`src/rtl/spi_slave_rx_fifo.sv`:
```
// Receive-only SPI slave with a show-ahead output FIFO.
// SCK/CS/MOSI are synchronised into clk. Sample edges are detected for any
// CPOL/CPHA combination. Words are assembled MSB- or LSB-first and handed to
// a small FIFO whose head word, index and valid flag are all registered.
module spi_slave_rx_fifo #(
  parameter int DATA_W      = 8,
  parameter int DEPTH       = 4,
  parameter int CPOL        = 0,
  parameter int CPHA        = 0,
  parameter int LSB_FIRST   = 0,
  parameter int SYNC_STAGES = 2,
  parameter int IDX_W       = 4
) (
  input  logic                       clk,
  input  logic                       reset,
  input  logic                       sck,
  input  logic                       cs,
  input  logic                       mosi,
  output logic [DATA_W-1:0]          out_data,
  output logic [IDX_W-1:0]           out_idx,
  output logic                       out_valid,
  input  logic                       out_ready,
  output logic                       frame_end,
  output logic                       frame_partial,
  output logic                       overrun,
  input  logic                       ovr_clr,
  output logic [$clog2(DEPTH+1)-1:0] fifo_level
);

  localparam int   AW       = $clog2(DEPTH);
  localparam int   LVL_W    = $clog2(DEPTH+1);
  localparam int   CNT_W    = $clog2(DATA_W+1);
  localparam int   ENT_W    = DATA_W + IDX_W;
  localparam logic IDLE_SCK = (CPOL != 0);

  // Synchroniser chains and front-end state
  logic [SYNC_STAGES-1:0] sck_sync_reg;
  logic [SYNC_STAGES-1:0] cs_sync_reg;
  logic [SYNC_STAGES-1:0] mosi_sync_reg;
  logic [SYNC_STAGES-1:0] settle_reg;
  logic                   sck_prev_reg;
  logic                   armed_reg;
  logic                   frame_active_reg;
  logic                   sample_reg;
  logic                   mosi_d_reg;
  logic                   cs_rise_reg;

  logic sck_s;
  logic cs_s;
  logic mosi_s;
  logic leading_edge;
  logic trailing_edge;
  logic sample_edge;
  logic cs_rise;

  // Word assembly state
  logic [DATA_W-1:0] shift_reg;
  logic [DATA_W-1:0] shift_in;
  logic [CNT_W-1:0]  bit_cnt_reg;
  logic [CNT_W-1:0]  cnt_base;
  logic [IDX_W-1:0]  idx_reg;
  logic              word_done;
  logic              push_req_reg;
  logic [DATA_W-1:0] push_data_reg;
  logic [IDX_W-1:0]  push_idx_reg;
  logic              frame_end_reg;
  logic              frame_partial_reg;

  // FIFO state
  logic [ENT_W-1:0]  mem [DEPTH];
  logic [AW-1:0]     wr_ptr_reg;
  logic [AW-1:0]     rd_ptr_reg;
  logic [AW-1:0]     rd_next;
  logic [LVL_W-1:0]  count_reg;
  logic [LVL_W-1:0]  count_next;
  logic [ENT_W-1:0]  head_next;
  logic              out_valid_reg;
  logic [DATA_W-1:0] out_data_reg;
  logic [IDX_W-1:0]  out_idx_reg;
  logic              overrun_reg;
  logic              pop;
  logic              full;
  logic              wr_en;
  logic              drop;

  assign sck_s  = sck_sync_reg[SYNC_STAGES-1];
  assign cs_s   = cs_sync_reg[SYNC_STAGES-1];
  assign mosi_s = mosi_sync_reg[SYNC_STAGES-1];

  assign leading_edge  = (sck_prev_reg == IDLE_SCK) && (sck_s != IDLE_SCK);
  assign trailing_edge = (sck_prev_reg != IDLE_SCK) && (sck_s == IDLE_SCK);
  assign sample_edge   = ((CPHA != 0) ? trailing_edge : leading_edge) &&
                         frame_active_reg && !cs_s;
  assign cs_rise       = frame_active_reg && cs_s;

  // Bring the pins into clk and track whether a frame is open; a frame may only
  // open once cs has been seen high after the synchroniser has refilled.
  always_ff @(posedge clk or negedge reset) begin
    if (!reset) begin
      sck_sync_reg     <= {SYNC_STAGES{IDLE_SCK}};
      cs_sync_reg      <= '1;
      mosi_sync_reg    <= '0;
      settle_reg       <= '0;
      sck_prev_reg     <= IDLE_SCK;
      armed_reg        <= 1'b0;
      frame_active_reg <= 1'b0;
      sample_reg       <= 1'b0;
      mosi_d_reg       <= 1'b0;
      cs_rise_reg      <= 1'b0;
    end else begin
      sck_sync_reg  <= {sck_sync_reg[SYNC_STAGES-2:0], sck};
      cs_sync_reg   <= {cs_sync_reg[SYNC_STAGES-2:0], cs};
      mosi_sync_reg <= {mosi_sync_reg[SYNC_STAGES-2:0], mosi};
      settle_reg    <= {settle_reg[SYNC_STAGES-2:0], 1'b1};
      sck_prev_reg  <= sck_s;
      if (settle_reg[SYNC_STAGES-1] && cs_s) begin
        armed_reg <= 1'b1;
      end
      if (cs_rise) begin
        frame_active_reg <= 1'b0;
      end else if (armed_reg && !cs_s) begin
        frame_active_reg <= 1'b1;
      end
      sample_reg  <= sample_edge;
      mosi_d_reg  <= mosi_s;
      cs_rise_reg <= cs_rise;
    end
  end

  generate
    if (LSB_FIRST != 0) begin : g_lsb_first
      assign shift_in = {mosi_d_reg, shift_reg[DATA_W-1:1]};
    end else begin : g_msb_first
      assign shift_in = {shift_reg[DATA_W-2:0], mosi_d_reg};
    end
  endgenerate

  assign word_done = (bit_cnt_reg == CNT_W'(DATA_W));
  assign cnt_base  = word_done ? '0 : bit_cnt_reg;

  // Shift in samples, hand finished words to the FIFO one cycle later, and
  // close frames (a word finishing as cs rises is still delivered).
  always_ff @(posedge clk or negedge reset) begin
    if (!reset) begin
      shift_reg         <= '0;
      bit_cnt_reg       <= '0;
      idx_reg           <= '0;
      push_req_reg      <= 1'b0;
      push_data_reg     <= '0;
      push_idx_reg      <= '0;
      frame_end_reg     <= 1'b0;
      frame_partial_reg <= 1'b0;
    end else begin
      push_req_reg <= word_done;
      if (word_done) begin
        push_data_reg <= shift_reg;
        push_idx_reg  <= idx_reg;
      end
      if (sample_reg) begin
        shift_reg   <= shift_in;
        bit_cnt_reg <= cnt_base + CNT_W'(1);
      end else begin
        bit_cnt_reg <= cnt_base;
      end
      if (cs_rise_reg) begin
        bit_cnt_reg <= '0;
        idx_reg     <= '0;
      end else if (word_done && (idx_reg != '1)) begin
        idx_reg <= idx_reg + IDX_W'(1);
      end
      frame_end_reg     <= cs_rise_reg;
      frame_partial_reg <= cs_rise_reg && (bit_cnt_reg != '0) && !word_done;
    end
  end

  assign pop        = out_valid_reg && out_ready;
  assign full       = (count_reg == LVL_W'(DEPTH));
  assign wr_en      = push_req_reg && (!full || pop);
  assign drop       = push_req_reg && full && !pop;
  assign rd_next    = rd_ptr_reg + AW'(pop);
  assign count_next = count_reg + LVL_W'(wr_en) - LVL_W'(pop);

  // Next head entry: a word written into an otherwise empty FIFO becomes the head.
  always_comb begin
    head_next = mem[rd_next];
    if (wr_en && (wr_ptr_reg == rd_next)) begin
      head_next = {push_data_reg, push_idx_reg};
    end
  end

  // FIFO storage (no reset needed; the head registers hide stale contents)
  always_ff @(posedge clk) begin
    if (wr_en) begin
      mem[wr_ptr_reg] <= {push_data_reg, push_idx_reg};
    end
  end

  // FIFO pointers, level, registered head and sticky overrun
  always_ff @(posedge clk or negedge reset) begin
    if (!reset) begin
      wr_ptr_reg    <= '0;
      rd_ptr_reg    <= '0;
      count_reg     <= '0;
      out_valid_reg <= 1'b0;
      out_data_reg  <= '0;
      out_idx_reg   <= '0;
      overrun_reg   <= 1'b0;
    end else begin
      if (wr_en) begin
        wr_ptr_reg <= wr_ptr_reg + AW'(1);
      end
      rd_ptr_reg    <= rd_next;
      count_reg     <= count_next;
      out_valid_reg <= (count_next != '0);
      if (count_next != '0) begin
        out_data_reg <= head_next[ENT_W-1:IDX_W];
        out_idx_reg  <= head_next[IDX_W-1:0];
      end
      if (drop) begin
        overrun_reg <= 1'b1;
      end else if (ovr_clr) begin
        overrun_reg <= 1'b0;
      end
    end
  end

  assign out_data      = out_data_reg;
  assign out_idx       = out_idx_reg;
  assign out_valid     = out_valid_reg;
  assign frame_end     = frame_end_reg;
  assign frame_partial = frame_partial_reg;
  assign overrun       = overrun_reg;
  assign fifo_level    = count_reg;

endmodule

```
`config.mk`:
```
export PLATFORM = sky130hd
export DESIGN_NAME = spi_slave_rx_fifo
export DESIGN_NICKNAME = d
export VERILOG_FILES = /design/src/rtl/spi_slave_rx_fifo.sv
export SDC_FILE = /design/constraint.sdc
export NUM_CORES = 1
export LEC_CHECK = 0
export BUFFER_PORTS_ARGS = -buffer_cell sky130_fd_sc_hd__buf_4
export CORE_MARGIN = 5
export CORE_UTILIZATION = 60
export DETAILED_ROUTE_END_ITERATION = 8
export PLACE_DENSITY = 0.84
export SLEW_MARGIN = 20
export SYNTH_ARGS = -nofsm -noshare
export SYNTH_HDL_FRONTEND = slang
export SYNTH_SLANG_ARGS = --single-unit
export TNS_END_PERCENT = 50
```
`constraint.sdc`:
```
create_clock -name clk -period 3.3 [get_ports clk]
set_input_delay 0.495 -clock clk [delete_from_list [all_inputs] [get_ports clk]]
set_output_delay 0.495 -clock clk [all_outputs]
set_load 0.02 [all_outputs]
```
# [Word-level counts from Yosys, hierarchy flattened]
# Memory sizes are Yosys's and may differ from the RTL's. A register that Yosys moved wholly into a read port is not among the register bits.
# Cells that the tools add are included.
[word_totals] mem_count=1 word_cells=69 out_inout_bits=19 reg_bits=54 ramBits=48
[classes] n_reduce_logical=24 addsub=6 n_eq_ne=3 n_bitwise=1 n_mux=11
[mem_list] name="mem" words=4 width=12 read_ports=1 rd_clocked_by_memory_dff=1 wr=1 line="70" source="logic [ENT_W-1:0] mem [DEPTH];"
[op_table] op="$mux 4" n=5
[op_table] op="$logic_and 1x1->1" n=13
[op_table] op="$add 4x1->4 const B" n=2
[op_table] op="$mux 1" n=6
[op_table] op="$reduce_bool 2->1" n=3
[op_table] op="$logic_not 1->1" n=5
[op_table] op="$eq 4x4->1 const B" n=1
[op_table] op="$ne 4x4->1 const B" n=1
[op_table] op="$reduce_bool 4->1" n=1
[op_table] op="$add 3x1->3" n=1
[op_table] op="$eq 3x3->1 const B" n=1
[op_table] op="$reduce_bool 3->1" n=1
[op_table] op="$sub 3x1->3" n=1
[op_table] op="$add 2x1->2" n=1
[op_table] op="$add 2x1->2 const B" n=1
[op_table] op="$logic_or 1x1->1" n=1
[op_table] op="$not 1->1" n=1

# [Logic depth before layout (Yosys ltp)]
[depth] word_depth=7 ltp_mapped=12 ltp_nobuf=11

# [Worst setup path before layout]
# No wires, ideal clock.
[synth_path] path_kind="reg-to-reg" startpoint="register out_valid_reg (netlist: out_valid)" endpoint="register out_data_reg[0] (netlist: out_data[0]), read port of mem" setup_slack_ns=0.348 stages_incl_launch_ff=13 setup_ns=0.126 t_arrival_ns=2.826 required_ns=3.174 cell_sequence="dfrtp_1 > a211oi_1 > a21boi_2 > inv_1 > ha_1 > inv_1 > ha_1 > fa_1 > xnor3_1 > nor3_4 > nor3_2 > buf_6 > a221o_1"
[synth_between] elab_chain_cells=6 word_cells_on_any_way=7 classes_between="add/sub: 3; reduce/logical: 4"
[synth_lines] item="start, declared" line="77" source="logic out_valid_reg;"
[synth_lines] item="start signal, assigned" line="214" source="out_valid_reg <= (count_next != '0);"
[synth_lines] item="$logic_and 1x1->1 *" line="176" source="assign pop = out_valid_reg && out_ready;"
[synth_lines] item="$logic_or 1x1->1" line="178" source="assign wr_en = push_req_reg && (!full || pop);"
[synth_lines] item="$logic_and 1x1->1" line="178"
[synth_lines] item="$add 3x1->3" line="181" source="assign count_next = count_reg + LVL_W'(wr_en) - LVL_W'(pop);"
[synth_lines] item="$sub 3x1->3 *" line="181"
[synth_lines] item="named net count_next[2]" line="75" source="logic [LVL_W-1:0] count_next;"
[synth_lines] item="$reduce_bool 3->1 *" line="215" source="if (count_next != '0) begin"
[synth_lines] item="end, declared" line="78" source="logic [DATA_W-1:0] out_data_reg;"
# Mark *: on every way through the listed nets, which the timed path passes. The rest lies on a longest branch.
# A chain may end at the register's enable or synchronous reset.

# [Final worst setup path]
[layout_path] startpoint="register count_reg[1] (netlist: fifo_level[1])" endpoint="register out_data_reg[1] (netlist: out_data[1]), read port of mem"
[layout_between] elab_chain_cells=7
[layout_lines] item="start, declared" line="74" source="logic [LVL_W-1:0] count_reg;"
[layout_lines] item="start signal, assigned" line="213" source="count_reg <= count_next;"
[layout_lines] item="$eq 3x3->1" line="177" source="assign full = (count_reg == LVL_W'(DEPTH));"
[layout_lines] item="$logic_not 1->1" line="178"
[layout_lines] item="$logic_or 1x1->1" line="178"
[layout_lines] item="$logic_and 1x1->1" line="178"
[layout_lines] item="$add 3x1->3 *" line="181"
[layout_lines] item="$sub 3x1->3 *" line="181"
[layout_lines] item="named net count_next[1]" line="75"
[layout_lines] item="$reduce_bool 3->1 *" line="215"
# Marks and branches as above.

==> impl_metrics.csv <==
group,metric,value,unit
status,status,"finished, final reports clean",
drt,route.met2.wl,4.644,mm
synth,synth_area_per_cell,17.32,um2
drt,wl_met1,3.146,mm
finish,synthToLayoutAreaGrowth,20.09,%
floorplan,core_area,7214,um2
clocking,cts_root_buf,"clkbuf_8",
drt,wirelength,8.544,mm
drt,route.met3.wl,549,um
floorplan,start_util,61.20,%
floorplan,die_area,9175,um2
synth,async_flop_share,57.89,%
worst_setup_path,worstSetupStartpointType,"flip-flop",
finish,fin_area,5303,um2
power,powerDensity,864.9,nW/um2
drt,drc,0,
synth,synthXorXnorAreaFrac,2.409,%
timing,rsz0062_at_grt,"false",
grt,grt_usage,21.72,%
drt,drt-pass1-iter-count,4,
grt,antenna_found_initial,0,
timing,period_needed,3028,ps
worst_setup_path,critPathMaxFanout,8,
synth,yosysUniqueCellTypes,40,
power,p_clk_share,38.7,%
drt,wl_per_cell,20.94,um
worst_setup_path,path_cells,"a211oi_1 -> a21boi_2 -> inv_1 -> ha_1 -> inv_1 -> ha_1 -> fa_1 -> nor3_4 -> a31oi_2 -> buf_4 -> a221o_1",
synth,synth_top_family_by_area,"multiplexers",
clocking,clk_pin_slew_worst_paths,60,ps
timing,setup_viol,0,
power,p_seq_share,36.7,%
synth,yosys.area_share.simple,6.432,%
timing,fin_crit_sh,91.74,%
floorplan,die_height,95.79,um
clocking,cts.sinks,114,
worst_setup_path,crit_type,"reg -> reg",
floorplan,die_w,95.79,um
placed_design,port_buffers,25,
clocking,htree_levels,4,
drt,top_layer,"met4",
finish,nNetsFinal,313,
hold_path,hp-class,"in -> async",
placed_design,dp_slack,160.8,ps
synth,synthesis.nets,272,
timing,finalSetupTns,0,ps
timing,hold_violations,0,
finish,largest_reg_flops,48,
power,switchingPower,1.276,mW
synth,post-synth-top-area-fraction,36.27,%
drt,vias,2353,
synth,muxShareOfSynthArea,11.19,%
grt,grt_overflow,0,
timing,clock.fmax,330.3,MHz
timing,worstMarginPinSlew,1025,ps
timing,maxSlewHeadroom,31.39,%
clocking,postCtsSetupRepairBufs,0,
synth,synth_compound_area_share,4.704,%
power,leakage,2.270,nW
synth,ys.flop_type,"dfrtp_1",
drt,antenna_left,0,
placed_design,hpwl,4.755,mm
synth,ys_seq_elements,114,
flow_run,drv_cap,0,
synth,yosysTopAreaCell,"dfrtp_1",
timing,clock_skew,9.825,ps
power,combPwrFrac,24.6,%
clocking,cts_tree,"yes",
drt,detail_route.vias_per_cell,5.767,
synth,synthAdderAreaFrac,3.004,%
finish,seq_area,3095,um2
clocking,holdBufCountCts,0,
clocking,cts_made_buffers,17,
synth,syn_area,4415,um2
synth,synthTopCellsByArea,"dfrtp_1 36%, edfxtp_1 33%, mux4_2 6.1%",
synth,synth_cells,255,
floorplan,rows,31,
power,p_sw_share,27.82,%
synth,seq_area_frac_synth,70.10,%
worst_setup_path,critPathRequiredTime,3680,ps
finish,drive_gt1_share,32.36,%
grt,grt_pass1_vias,2611,
synth,yosysWarnings,0,
grt,grt_max_degree,67,
worst_setup_path,slowest_stage,"fa_1",
power,p_int,3.310,mW
worst_setup_path,endpoint_kind,"flip-flop",
finish,multi_input_area,1229,um2
power,peakVddDrop,0.0004494,V
floorplan,io-pin-count,26,
synth,synth_edf_count,48,
worst_setup_path,max_stage_delay,470,ps
clocking,clockBufferDepth,2,
worst_setup_path,cp.arrival,3410,ps
placed_design,dpl-instance-area,4722,um2
power,finalPower,4.586,mW
placed_design,gp_congestion,0.8333,
grt,grt_pass1_wl,14.20,mm
finish,antenna_cells,0,
clocking,clk_latency,510,ps
clocking,cts_resized,0,
finish,num-fill-cells,444,
finish,top_register,"mem",
timing,fin_ws,272.5,ps
drt,drtIter0Drc,169,
timing,drv_slew,0,
through the flow:
step	util, %	hold WS [ps]	std cells
finish	73.50	83.16	408
global route	73.50	79.65	408
CTS	73.50	75.99	408
detailed placement	65.45	342.7	376
global placement	65.45	332.6	376
floorplan	-	199.4	255
cell usage after synthesis, types with 3 or more instances:
cell       n
dfrtp_1   64
edfxtp_1  48
and2_1    18
mux2_2    18
mux4_2    12
a221o_1   11
ha_1       9
inv_1      9
nor2_1     8
nand2_1    6
nand3_1    5
buf_2      4
clkbuf_1   4
xor2_1     4
o21ai_0    3
xnor2_1    3
worst paths after layout:
| check | from | end | slack, ps | depth (start not counted) |
|---|---|---|---|---|
| worst max register to register | fifo_level[1] | out_data[1] | 270 | 11 |
| max in group asynchronous | reset | shift_reg[7] | 2670 | 1 |
| worst min register to register | mosi_sync_reg[1] | mosi_d_reg | 350 | 0 |
| min in group clk | sck | sck_sync_reg[0] | 100 | 1 |
| worst max-delay path | fifo_level[1] | out_data[1] | 270 | 11 |
| worst min-delay path | reset | overrun | 80 | 1 |
layout make-up:
| cell class | instances | share of cell area (%) |
|---|---|---|
| clock buffers | 17 | 7.810 |
| clock inverters | 15 | 3.138 |
| inverters | 9 | 0.6371 |
| multi-input cells | 122 | 23.17 |
| flip-flops and latches | 114 | 58.38 |
| well taps | 99 | 2.336 |
| repair buffers | 32 | 4.530 |
cell families after synthesis:
family,Yosys count
adder cells (fa/ha/maj),10
multiplexers,32
other,1
XOR/XNOR,9
buffers and inverters,19
AO/OA/AOI/OAI,24
flip-flops,114
AND/OR/NAND/NOR,46
cell usage in the layout, fill, tap and decap left out, drive strengths merged, types with 2 or more instances in the layout:
cell type  instances
dfrtp             64
edfxtp            48
buf               32
mux2              19
and2              18
clkbuf            17
mux4              12
a221o             11
inv               10
ha                 9
nor2               8
clkinv             7
nand2              6
nand3              5
xor2               4
clkinvlp           4
xnor2              3
o21ai              3
bufinv             3
nor3               3
xnor3              2
and3               2
a21oi              2
dfstp              2
layer usage:
layer / vias up / global-route usage, %
met3: 22 / 5.629
met5: - / 0
met2: 88 / 37.64
met1: 1211 / 25.77
li1: 1032 / -
met4: 0 / 9.123
power groups by stage:
stage	logic, mW	clock network (mW)	registers [mW]
final	1.13	1.77	1.68
after global routing	1.22	1.87	1.70
after floorplan	0.721	0	1.77
after global placement	1.07	0	1.70
after CTS	1.15	1.79	1.68
after detailed placement	1.11	0	1.71
critical path, delay by kind of cell (launching register included):
kind / cells / cell delay (ps)
AOI/OAI and AO/OA: 4 / 930
adders and majority gates: 3 / 860
DFF: 1 / 420
buffers and inverters: 3 / 400
and+or+nand+nor: 1 / 300
(Power assumes the default switching activity.)
